===== src/rtl/i2c_seq_pkg.sv =====
// Shared types and constants for the I2C register-level transaction sequencer.
package i2c_seq_pkg;

  typedef enum logic [3:0] {
    IDLE,
    START,
    ADDR_W,
    REG,
    DATA_W,
    RSTART,
    ADDR_R,
    READ,
    STOP,
    DONE
  } seq_state_t;

  localparam logic [1:0] ERR_OK   = 2'd0;
  localparam logic [1:0] ERR_ADDR = 2'd1;
  localparam logic [1:0] ERR_DATA = 2'd2;
  localparam logic [1:0] ERR_TMO  = 2'd3;

  localparam logic RW_WRITE = 1'b0;
  localparam logic RW_READ  = 1'b1;

endpackage


===== src/rtl/i2c_reg_seq.sv =====
// Expands one register write / random read request into the byte-command
// sequence of an I2C master and reports completion, read data and errors.
module i2c_reg_seq
  import i2c_seq_pkg::*;
#(
  parameter int TIMEOUT = 65535,
  parameter int TW      = 16
) (
  input  logic       clk,
  input  logic       reset,
  input  logic [9:0] div,
  input  logic       req_valid,
  output logic       req_ready,
  input  logic       req_rw,
  input  logic [6:0] req_chip,
  input  logic [7:0] req_reg,
  input  logic [7:0] req_wdata,
  output logic       done,
  output logic [1:0] err,
  output logic [7:0] rd_data,
  output logic [9:0] comp,
  output logic       start_gen,
  output logic       stop_gen,
  output logic       tr_gen,
  output logic       rec_gen,
  output logic [7:0] tx_data,
  output logic       tr_en,
  output logic       ack_nack,
  output logic       tx_rx_req,
  input  logic [7:0] rx_data,
  input  logic       ack_nack_f,
  input  logic       tx_rx_req_ack
);

  seq_state_t    state, state_nxt;
  logic          wait_ph, wait_nxt;
  logic [TW-1:0] cnt;
  logic          ack_q;
  logic          ack_edge;
  logic          tmo;
  logic          accept;
  logic          cap_rd;
  logic [1:0]    err_nxt;
  logic          lat_rw;
  logic [6:0]    lat_chip;
  logic [7:0]    lat_reg;
  logic [7:0]    lat_wdata;

  assign ack_edge = tx_rx_req_ack & ~ack_q;
  assign tmo      = (cnt == TW'(TIMEOUT - 1));

  // Each command state spends one ISSUE cycle (wait_ph = 0, request low)
  // before WAIT, which guarantees a gap in tx_rx_req between commands.
  always_comb begin
    state_nxt = state;
    wait_nxt  = wait_ph;
    err_nxt   = err;
    accept    = 1'b0;
    cap_rd    = 1'b0;
    case (state)
      IDLE: begin
        if (req_valid) begin
          accept    = 1'b1;
          err_nxt   = ERR_OK;
          state_nxt = START;
          wait_nxt  = 1'b0;
        end
      end
      DONE: state_nxt = IDLE;
      default: begin
        if (!wait_ph) begin
          wait_nxt = 1'b1;
        end else if (ack_edge) begin
          wait_nxt = 1'b0;
          case (state)
            START:  state_nxt = ADDR_W;
            ADDR_W: begin
              if (ack_nack_f) begin
                err_nxt   = ERR_ADDR;
                state_nxt = STOP;
              end else begin
                state_nxt = REG;
              end
            end
            REG: begin
              if (ack_nack_f) begin
                err_nxt   = ERR_DATA;
                state_nxt = STOP;
              end else begin
                state_nxt = (lat_rw == RW_READ) ? RSTART : DATA_W;
              end
            end
            DATA_W: begin
              if (ack_nack_f) err_nxt = ERR_DATA;
              state_nxt = STOP;
            end
            RSTART: state_nxt = ADDR_R;
            ADDR_R: begin
              if (ack_nack_f) begin
                err_nxt   = ERR_ADDR;
                state_nxt = STOP;
              end else begin
                state_nxt = READ;
              end
            end
            READ: begin
              cap_rd    = 1'b1;
              state_nxt = STOP;
            end
            STOP:    state_nxt = DONE;
            default: state_nxt = IDLE;
          endcase
        end else if (tmo) begin
          err_nxt   = ERR_TMO;
          wait_nxt  = 1'b0;
          state_nxt = DONE;
        end
      end
    endcase
  end

  always_ff @(posedge clk or posedge reset) begin
    if (reset) begin
      state     <= IDLE;
      wait_ph   <= 1'b0;
      cnt       <= '0;
      ack_q     <= 1'b0;
      err       <= ERR_OK;
      rd_data   <= 8'h00;
      comp      <= 10'h000;
      lat_rw    <= RW_WRITE;
      lat_chip  <= 7'h00;
      lat_reg   <= 8'h00;
      lat_wdata <= 8'h00;
    end else begin
      state   <= state_nxt;
      wait_ph <= wait_nxt;
      ack_q   <= tx_rx_req_ack;
      err     <= err_nxt;
      cnt     <= wait_ph ? cnt + TW'(1) : '0;
      if (cap_rd) rd_data <= rx_data;
      if (accept) begin
        comp      <= div;
        lat_rw    <= req_rw;
        lat_chip  <= req_chip;
        lat_reg   <= req_reg;
        lat_wdata <= req_wdata;
      end
    end
  end

  // Command strobes are only raised in WAIT, together with tx_rx_req.
  always_comb begin
    start_gen = 1'b0;
    stop_gen  = 1'b0;
    tr_gen    = 1'b0;
    rec_gen   = 1'b0;
    tx_data   = 8'h00;
    case (state)
      START, RSTART: start_gen = wait_ph;
      ADDR_W: begin
        tr_gen  = wait_ph;
        tx_data = {lat_chip, RW_WRITE};
      end
      REG: begin
        tr_gen  = wait_ph;
        tx_data = lat_reg;
      end
      DATA_W: begin
        tr_gen  = wait_ph;
        tx_data = lat_wdata;
      end
      ADDR_R: begin
        tr_gen  = wait_ph;
        tx_data = {lat_chip, RW_READ};
      end
      READ:    rec_gen  = wait_ph;
      STOP:    stop_gen = wait_ph;
      default: ;
    endcase
  end

  assign tx_rx_req = wait_ph;
  assign ack_nack  = (state == READ);
  assign req_ready = (state == IDLE);
  assign done      = (state == DONE);
  assign tr_en     = (state != IDLE) && (state != DONE);

endmodule


===== config.mk =====
export PLATFORM = sky130hd
export DESIGN_NAME = i2c_reg_seq
export DESIGN_NICKNAME = d
export VERILOG_FILES = /design/src/rtl/i2c_seq_pkg.sv /design/src/rtl/i2c_reg_seq.sv
export SDC_FILE = /design/constraint.sdc
export NUM_CORES = 1
export LEC_CHECK = 0
export ABC_AREA = 1
export ABC_CLOCK_PERIOD_IN_PS = 1900
export BUFFER_PORTS_ARGS = -buffer_cell sky130_fd_sc_hd__clkbuf_2
export CAP_MARGIN = 5
export CORE_MARGIN = 2
export CORE_UTILIZATION = 48
export CTS_CLUSTER_DIAMETER = 40
export DETAILED_ROUTE_END_ITERATION = 12
export GPL_ROUTABILITY_DRIVEN = 0
export MAX_ROUTING_LAYER = met4
export PLACE_DENSITY = 0.84
export SLEW_MARGIN = 20
export SYNTH_ARGS = -nofsm -noshare
export SYNTH_HDL_FRONTEND = slang
export SYNTH_SLANG_ARGS = --single-unit

===== constraint.sdc =====
create_clock -name clk -period 1.9 [get_ports clk]
set_input_delay 0.285 -clock clk [delete_from_list [all_inputs] [get_ports clk]]
set_output_delay 0.285 -clock clk [all_outputs]
set_load 0.005 [all_outputs]

=== Yosys cells after proc, flatten, opt, wreduce, memory -nomap -nowiden ===
Index checks and enable logic that the tools add are counted.

* Register bits: 66
* Bits in latches: 0
* Memory bits (writable): 0
* ROM bits: 0
* Input port bits: 47
* Logic and storage cells: 81
* Memories: 0

* Add/subtract/negate cells: 1
* $mul: 0
* Div/mod/pow operators: 0
* $lt $le $gt $ge: 0
* Eq/ne operators: 15
* Shift-type cells: 0
* Mux-type cells: 35
* Bitwise gates (word level): 3
* Reductions and logical operators: 16

{| class="wikitable"
|+ Operators by type and width
! operator !! count
|-
| one-hot mux 8 bit (4 select lines) || 1
|-
| two-way mux 4 bit || 7
|-
| one-hot mux 4 bit (7 select lines) || 1
|-
| adder 16 x 1 -> 16 bit, second input constant || 1
|-
| equality test 16 bit, second input constant || 1
|-
| equality test 4 x 3 -> 1 bit, second input constant || 4
|-
| two-way mux 16 bit || 1
|-
| != test 4 bit, second input constant || 4
|-
| two-way mux 1 bit || 15
|-
| two-way mux 2 bit || 6
|-
| OR reduction 2 bit || 5
|-
| equality test 4 x 2 -> 1 bit, second input constant || 2
|-
| equality test 4 bit, second input constant || 2
|-
| one-hot mux 2 bit (2 select lines) || 2
|-
| one-hot mux 4 bit (2 select lines) || 1
|-
| nonzero test 4 bit || 2
|-
| AND reduction 7 bit || 1
|-
| nonzero test 3 bit || 2
|-
| equality test 4 x 1 -> 1 bit, second input constant || 1
|-
| zero test 4 bit || 1
|-
| OR reduction 4 bit || 1
|-
| AND reduction 3 bit || 1
|-
| != test 2 bit, second input constant || 1
|-
| NOT 1 bit || 2
|-
| 5 further kinds || 5
|}

=== Longest topological paths before layout ===
Gate-level depths: netlist of run 1.

* Word-level depth: 6
* Gate-level depth with buffers: 10
* Gate-level depth less buffers: 10

=== Worst setup path after synthesis of run 1 ===
Ideal clock, no wire load.

* Path kind: register to register
* Start: register state[3]
* End: register comp[8]
* Arrival time: 1.313 ns
* Required time: 1.775 ns
* Setup slack: 0.462 ns
* Cell stages (with the launch flop): 8
* Buffers on the path: 2
* Period minus slack after synthesis: 1.438 ns
* Cells stage by stage: dfrtp_1 buf_6 nor2_4 nand2_4 clkinv_4 nand2_4 buf_6 mux2_4

* Longest elaborated chain between the ends: 2

{| class="wikitable"
|+ RTL lines
! element !! line !! text
|-
| start: declaration || i2c_reg_seq.sv:35 || <nowiki>seq_state_t state, state_nxt;</nowiki>
|-
| start signal: assignment || i2c_reg_seq.sv:136 || <nowiki>state <= state_nxt;</nowiki>
|-
| zero test 4 bit || -- ||
|-
| via req_ready || i2c_reg_seq.sv:13 || <nowiki>output logic req_ready,</nowiki>
|-
| two-way mux 1 bit || i2c_reg_seq.sv:60 || <nowiki>case (state)</nowiki>
|-
| end signal: assignment || i2c_reg_seq.sv:143 || <nowiki>comp <= div;</nowiki>
|-
| end: declaration || i2c_reg_seq.sv:21 || <nowiki>output logic [9:0] comp,</nowiki>
|}

The timed path passes the listed nets, and every way through them passes these cells.
A chain may end at the register's enable or synchronous reset.

=== Worst setup path in the final report of run 1 ===
* Start: register state[1]
* End: output tr_en

* Longest elaborated chain between the ends: 2

{| class="wikitable"
|+ RTL lines
! element !! line !! text
|-
| != test 4 bit / nonzero test 4 bit (equally long branches) || i2c_reg_seq.sv:187 || <nowiki>assign tr_en = (state != IDLE) && (state != DONE);</nowiki>
|-
| logical AND 1 bit (*) || i2c_reg_seq.sv:187 ||
|-
| end: declaration || i2c_reg_seq.sv:27 || <nowiki>output logic tr_en,</nowiki>
|}

Mark *: on every way between the ends. The rest lies on a longest branch, timed or not.

==> impl_metrics.tcl, run 1 <==
set metrics [dict create \
    initial_core_util 0.494 \
    grt_pass1_vias 2538 \
    synth_edf_count 0 \
    path_depth 6 \
    ff2ff_path_depth 7 \
    path_cells "buf_4, nor2_1, inv_2, nor2_4, nor2_4, clkbuf_2" \
    largest_reg_flops 16 \
    critPathSlowestCell "dfrtp_2" \
    start_kind "flip-flop" \
    nNetsFinal 479 \
    top_register "cnt" \
    yosysSeqAreaShare 0.495 \
    hold_viol 0 \
    dieArea_um2 7640 \
    drtPass1Iterations 4 \
    areaGrowthSynthToFinish_pct 24.6 \
    largest_registers "cnt: 16 flops, comp: 10 flops" \
    p_leak_uw 0.00223 \
    drv_slew 0 \
    r2r_start "state[3]$_DFFE_PP0P_" \
    synth_top_cell_area_share 0.495 \
    crit_top_cell "nor2_4" \
    grt_max_degree 67 \
    drive_gt1_frac 0.407 \
    synth_nets 379 \
    final.setup_skew_ns 0.0118 \
    crit_start "state[1]$_DFFE_PP0P_" \
    synthCells 330 \
    critical_path.endpoint "tr_en" \
    route.detailed.drc 0 \
    yosysWarnings 0 \
    finalSetupViolCount 1 \
    hp-class "in -> async" \
    viasPerCell 5.13 \
    status "finished, violations left" \
    die_h_um 87.4 \
    num_antenna_cells 0 \
    drv_cap 0 \
    arrival_ns 1.65 \
    synth_area_leader_cell "dfrtp_1" \
    final.period_utilization 1.02 \
    htree_levels 3 \
    cts_tree "done" \
    dp_slack_ns 0.232 \
    clock.fmax_mhz 517 \
    root_buffer "clkbuf_8" \
    grt_setup_unrepaired "yes" \
    dr_total_vias 2640 \
    worst-path-buf-inv 3 \
    stdcell_count 515 \
    crit_required_ns 1.62 \
    antenna_found_initial 0 \
    async_flop_share 1.00 \
    synth.most_common_cell "nand2_1" \
    slew_headroom 0.771 \
    whs_ns 0.00993 \
    grt_pass1_wl_um 11400 \
    numCtsBuffers 9 \
    clock_sinks 66 \
    slowest_delay_ns 0.45 \
    place_area_um2 3900 \
    synthFlopType "dfrtp_1" \
    dr.first_iter.drc_count 135 \
    hpwl_um 5190 \
    max_slew.worst_pin.slew_ns 0.344 \
    fill_cells 546 \
    peakVddDrop_v 0.000558 \
    ant_nets 0 \
    syn_area_um2 3340 \
    post_drt_wl_per_cell_um 14.1 \
    grt_usage 0.198 \
    path_max_fanout 5 \
    synth_cell_types 33 \
    fin_ws_ns -0.0336 \
    synthTopCellsByCount "80 x nand2_1, 66 x dfrtp_1, 36 x mux2_4" \
    synthTopCellsByArea "dfrtp_1 49%, mux2_4 16%, nand2_1 9.0%" \
    overflow 0 \
    reg2reg_to "lat_chip[1]$_DFFE_PP0P_" \
    wl_um 7260 \
    postLayoutCellArea_um2 4160 \
    tns_ns -0.0336 \
    clockBufferDepth 2 \
    period_minus_slack_ns 1.93 \
    critPathKind "reg -> out" \
    ios 84 \
    violations "negative setup slack" \
    io_buffers 83 \
    synth-seq-cells 66 \
    placed_cells 494 \
    hold_buffers 0 \
    power.density_nw_per_um2 1400 \
    cp-end-kind "primary output" \
    clkSlewWorstSetupHoldPaths_ns 0.07 \
    rows 30 \
    die_w_um 87.4 \
    insertion_delay_ns 0.35 \
    syn_area_per_cell_um2 10.1 \
    reg2reg_setup_slack_ns 0.16 \
    core_area_um2 6760 \
    cpLargestDelayFamily "simple AND/OR/NAND/NOR gates" \
]
==> cells by family (layout without fill, tap and decap cells) <==
| group | after synthesis | count (layout) | share of synthesized area |
|---|---|---|---|
| adders and majority gates | 2 | 2 | 0.00749 |
| buffers and inverters | 35 | 140 | 0.0498 |
| and+or+nand+nor | 158 | 158 | 0.220 |
| AOI/OAI and AO/OA | 24 | 24 | 0.0386 |
| xor gates and xnor gates | 4 | 4 | 0.0105 |
| DFF | 66 | 66 | 0.495 |
| muxes | 41 | 41 | 0.179 |
==> placed cells by master, fill, tap and decap left out, types with 3 or more instances in the layout <==
cell,n
a21oi_1,10
buf_12,3
buf_4,8
clkbuf_2,83
clkbuf_8,9
clkinv_2,3
dfrtp_1,63
dfrtp_2,3
inv_1,20
inv_2,5
mux2_2,5
mux2_4,36
nand2_1,80
nand3_1,24
nand4_1,4
nor2_1,32
nor2_4,5
o21ai_0,9
==> area by class of cell <==
| class | count | area, um^2 | area share |
|---|---|---|---|
| clock buffers | 11 | 131 | 0.0316 |
| clock inverters | 5 | 78.8 | 0.0189 |
| inverters | 29 | 121 | 0.0292 |
| multi-input cells | 229 | 1530 | 0.367 |
| flip-flops and latches | 66 | 1660 | 0.398 |
| well taps | 80 | 100 | 0.0241 |
| repair buffers | 95 | 547 | 0.131 |
==> worst register-to-register path, cell delays in order, from the launching register on <==
cell      delay (ns)
dfrtp_2         0.49
nor2_4          0.08
buf_4           0.14
nand2_4         0.08
clkinv_4        0.09
nand2_4         0.19
buf_12          0.21
mux2_2          0.34
==> worst min-delay path by stage <==
stage | endpoint | slack (ns)
floorplan | ack_q$_DFF_PP0_ | 0.32
global placement | comp[0]$_DFFE_PP0P_ | 0.40
global route | comp[2]$_DFFE_PP0P_ | 0.05
finish | comp[2]$_DFFE_PP0P_ | 0.01
CTS | comp[2]$_DFFE_PP0P_ | 0.03
detailed placement | rd_data[3]$_DFFE_PP0P_ | 0.40
==> per-layer routing <==
metal	global-route usage	vias up	part of all wire
li1	-	1274	-
met1	0.254	1263	0.44
met2	0.296	85	0.48
met3	0.0398	18	0.051
met4	0.103	0	0.028
met5	-	-	0
==> stage by stage <==
step,util,power (uW)
after detailed placement,0.577,4460
after global placement,0.577,4370
after CTS,0.610,5770
after floorplan,-,3810
after global routing,0.616,6170
final,0.616,5810
==> power breakdown <==
part | internal [uW] | switching, uW
clock network | 737 | 536
logic | 1220 | 1090
registers | 1890 | 341
==> repair_timing <==
item / in CTS / in global routing
gates resized for setup: 6 / 3
pin swaps: 0 / 3
setup buffers: 0 / 5
setup endpoints to repair: 8 / 5
No activity file was read; power rests on OpenSTA's default activity.
==> run 2: changes to the inputs <==
- ABC_CLOCK_PERIOD_IN_PS: 1900 -> 1800
- CORE_UTILIZATION: 48 -> 53
- CTS_CLUSTER_DIAMETER: 40 -> default
- PLACE_DENSITY: 0.84 -> 0.88
- clock period: 1.9 -> 1.8 ns (I/O delays scaled with it)
==> run 2 against run 1 <==
  * The flow finishes with violations (negative hold slack, negative setup slack)
  * Sequential power is 6% higher
  * Critical endpoint is now tx_data[3]
  * Combinational power rose by 14%
  * Register-to-register slack lost 0.11 ns
  * Sequential share of layout area shrank 0.91 points
  * Cell count grew 0.39%
  * Highest routed layer unchanged
  * Sequential cell count unchanged
  * Count of clock-buffer cells in the layout is 1 higher
  * Routed wire length grew 11%
  * Clock power fell by 6%
  * Total power rose by 6.6%
  * Largest cell class unchanged
  * Non-clock buffer count increased by 7
  * Worst setup slack better by 0.0043 ns
==> impl_metrics.tcl, run 2 (synthesis gave the netlist of run 1 again) <==
set metrics [dict create \
    peakVddDrop_v 0.000943 \
    ios 84 \
    areaGrowthSynthToFinish_pct 27.4 \
    drtPass1Iterations 4 \
    crit_top_cell "nand2_2" \
    critPathKind "reg -> out" \
    worst-path-buf-inv 4 \
    overflow 0 \
    final.period_utilization 1.02 \
    power_uw 6190 \
    r2r_start "state[3]$_DFFE_PP0P_" \
    p_leak_uw 0.00230 \
    top_register "cnt" \
    grt_setup_unrepaired "yes" \
    hold_viol 5 \
    die_w_um 83.4 \
    insertion_delay_ns 0.34 \
    nNetsFinal 487 \
    clockBufferDepth 2 \
    hpwl_um 5270 \
    die_h_um 83.4 \
    dp_slack_ns 0.198 \
    period_minus_slack_ns 1.83 \
    power.density_nw_per_um2 1450 \
    rows 28 \
    grt_pass1_vias 2739 \
    fin_ws_ns -0.0293 \
    initial_core_util 0.557 \
    cp-end-kind "primary output" \
    num_antenna_cells 0 \
    tns_ns -0.0758 \
    status "finished, violations left" \
    arrival_ns 1.56 \
    numCtsBuffers 9 \
    largest_reg_flops 16 \
    dieArea_um2 6950 \
    io_buffers 83 \
    drv_slew 0 \
    route.detailed.drc 0 \
    final.setup_skew_ns 0.00799 \
    drv_cap 0 \
    ant_nets 0 \
    cpLargestDelayFamily "flip-flops" \
    slew_headroom 0.766 \
    path_cells "inv_2, nor2_4, nand2_2, clkinv_4, buf_6, nand2_2, nand3_2, buf_2" \
    start_kind "flip-flop" \
    antenna_found_initial 0 \
    clkSlewWorstSetupHoldPaths_ns 0.07 \
    dr.first_iter.drc_count 295 \
    slowest_delay_ns 0.46 \
    whs_ns -0.00827 \
    stdcell_count 517 \
    grt_max_degree 67 \
    grt_pass1_wl_um 12400 \
    hp-class "in -> async" \
    core_area_um2 5990 \
    violations "negative hold slack, negative setup slack" \
    finalSetupViolCount 3 \
    cts_tree "done" \
    reg2reg_to "comp[1]$_DFFE_PP0P_" \
    ff2ff_path_depth 8 \
    critPathSlowestCell "dfrtp_1" \
    largest_registers "cnt: 16 flops, comp: 10 flops" \
    post_drt_wl_per_cell_um 15.6 \
    final_cell_mix "75 x clkbuf_2, 71 x nand2_1, 64 x dfrtp_1" \
    placed_cells 490 \
    reg2reg_setup_slack_ns 0.05 \
    root_buffer "clkbuf_8" \
    hold_buffers 0 \
    grt_usage 0.230 \
    dr_total_vias 2746 \
    crit_required_ns 1.53 \
    clock.fmax_mhz 547 \
    max_slew.worst_pin.slew_ns 0.350 \
    final_common_cell "clkbuf_2" \
    wl_um 8050 \
    drive_gt1_frac 0.452 \
    clock_sinks 66 \
    path_max_fanout 6 \
    viasPerCell 5.31 \
    htree_levels 3 \
]
==> run 2: cell count changes in the layout (fill, tap and decap cells not counted), moves of 3 or more <==
cell | previous run | this run
buf_2 | 0 | 8
buf_4 | 8 | 12
buf_6 | 1 | 5
clkbuf_2 | 83 | 75
nand2_1 | 80 | 71
nand2_2 | 2 | 10
nand3_1 | 24 | 19
nand3_2 | 2 | 7
nor2_1 | 32 | 29
nor2_2 | 1 | 4
==> run 2: report_power, final <==
group          switching, uW  internal (uW)  leakage [uW]  total [uW]
Sequential               365           2000      0.000827        2360
Combinational           1280           1360       0.00138        2630
Clock                    531            666     0.0000962        1200
==> run 2: cell type report <==
| type | count | area [um^2] |
|---|---|---|
| timing repair inverter | 1 | 7.51 |
| sequential | 66 | 1650 |
| tap | 75 | 93.8 |
| multi-input combinational | 229 | 1590 |
| inverter | 29 | 128 |
| fill | 424 | 1740 |
| clock buffer | 12 | 145 |
| timing repair buffer | 102 | 602 |
| clock inverter | 3 | 40.0 |
==> run 2: how the worst max path moves through the flow <==
stage                          from                  endpoint  slack [ns]  cells past startpoint
4_1_cts        state[3]$_DFFE_PP0P_                tx_data[4]       0.003                      6
3_3_place_gp   state[0]$_DFFE_PP0P_       comp[1]$_DFFE_PP0P_        0.25                      6
3_5_place_dp   state[0]$_DFFE_PP0P_  lat_wdata[4]$_DFFE_PP0P_        0.20                      6
6_report       state[2]$_DFFE_PP0P_                tx_data[3]       -0.03                      8
5_1_grt        state[3]$_DFFE_PP0P_                tx_data[3]       -0.10                      8
2_1_floorplan  state[3]$_DFFE_PP0P_       comp[8]$_DFFE_PP0P_        0.36                      7
==> run 2: what timing repair did <==
| action | CTS | global route |
|---|---|---|
| gates resized for setup | 5 | 36 |
| pin swaps | 1 | 9 |
| endpoints found under the setup margin | 9 | 12 |
| gates cloned | 0 | 1 |
| endpoints found under the hold margin | 0 | 0 |
| buffers inserted | 3 | 8 |
==> run 2: worst register-to-register path, cell delays in order (launching register included) <==
cell and delay, ns:
dfrtp_1 0.41, buf_6 0.13, nor2_4 0.17, buf_6 0.13
nand2_4 0.06, clkinv_4 0.09, nand2_4 0.07, buf_4 0.24
mux2_4 0.33
==> run 2: layer usage <==
layer	up-vias	GRT usage	part of all wire
li1	1290	-	-
met1	1277	0.294	0.42
met2	148	0.343	0.46
met3	31	0.0567	0.082
met4	0	0.116	0.037
met5	-	-	0
==> run 2: per-stage QoR <==
| stage | hold WS [ns] | utilization | area, um^2 |
|---|---|---|---|
| 5_1_grt | 0.0346 | 0.710 | 4260 |
| 6_report | -0.00827 | 0.710 | 4260 |
| 3_3_place_gp | 0.375 | 0.648 | 3880 |
| 4_1_cts | 0.0125 | 0.685 | 4100 |
| 3_5_place_dp | 0.381 | 0.648 | 3880 |
| 2_1_floorplan | 0.301 | - | 3340 |
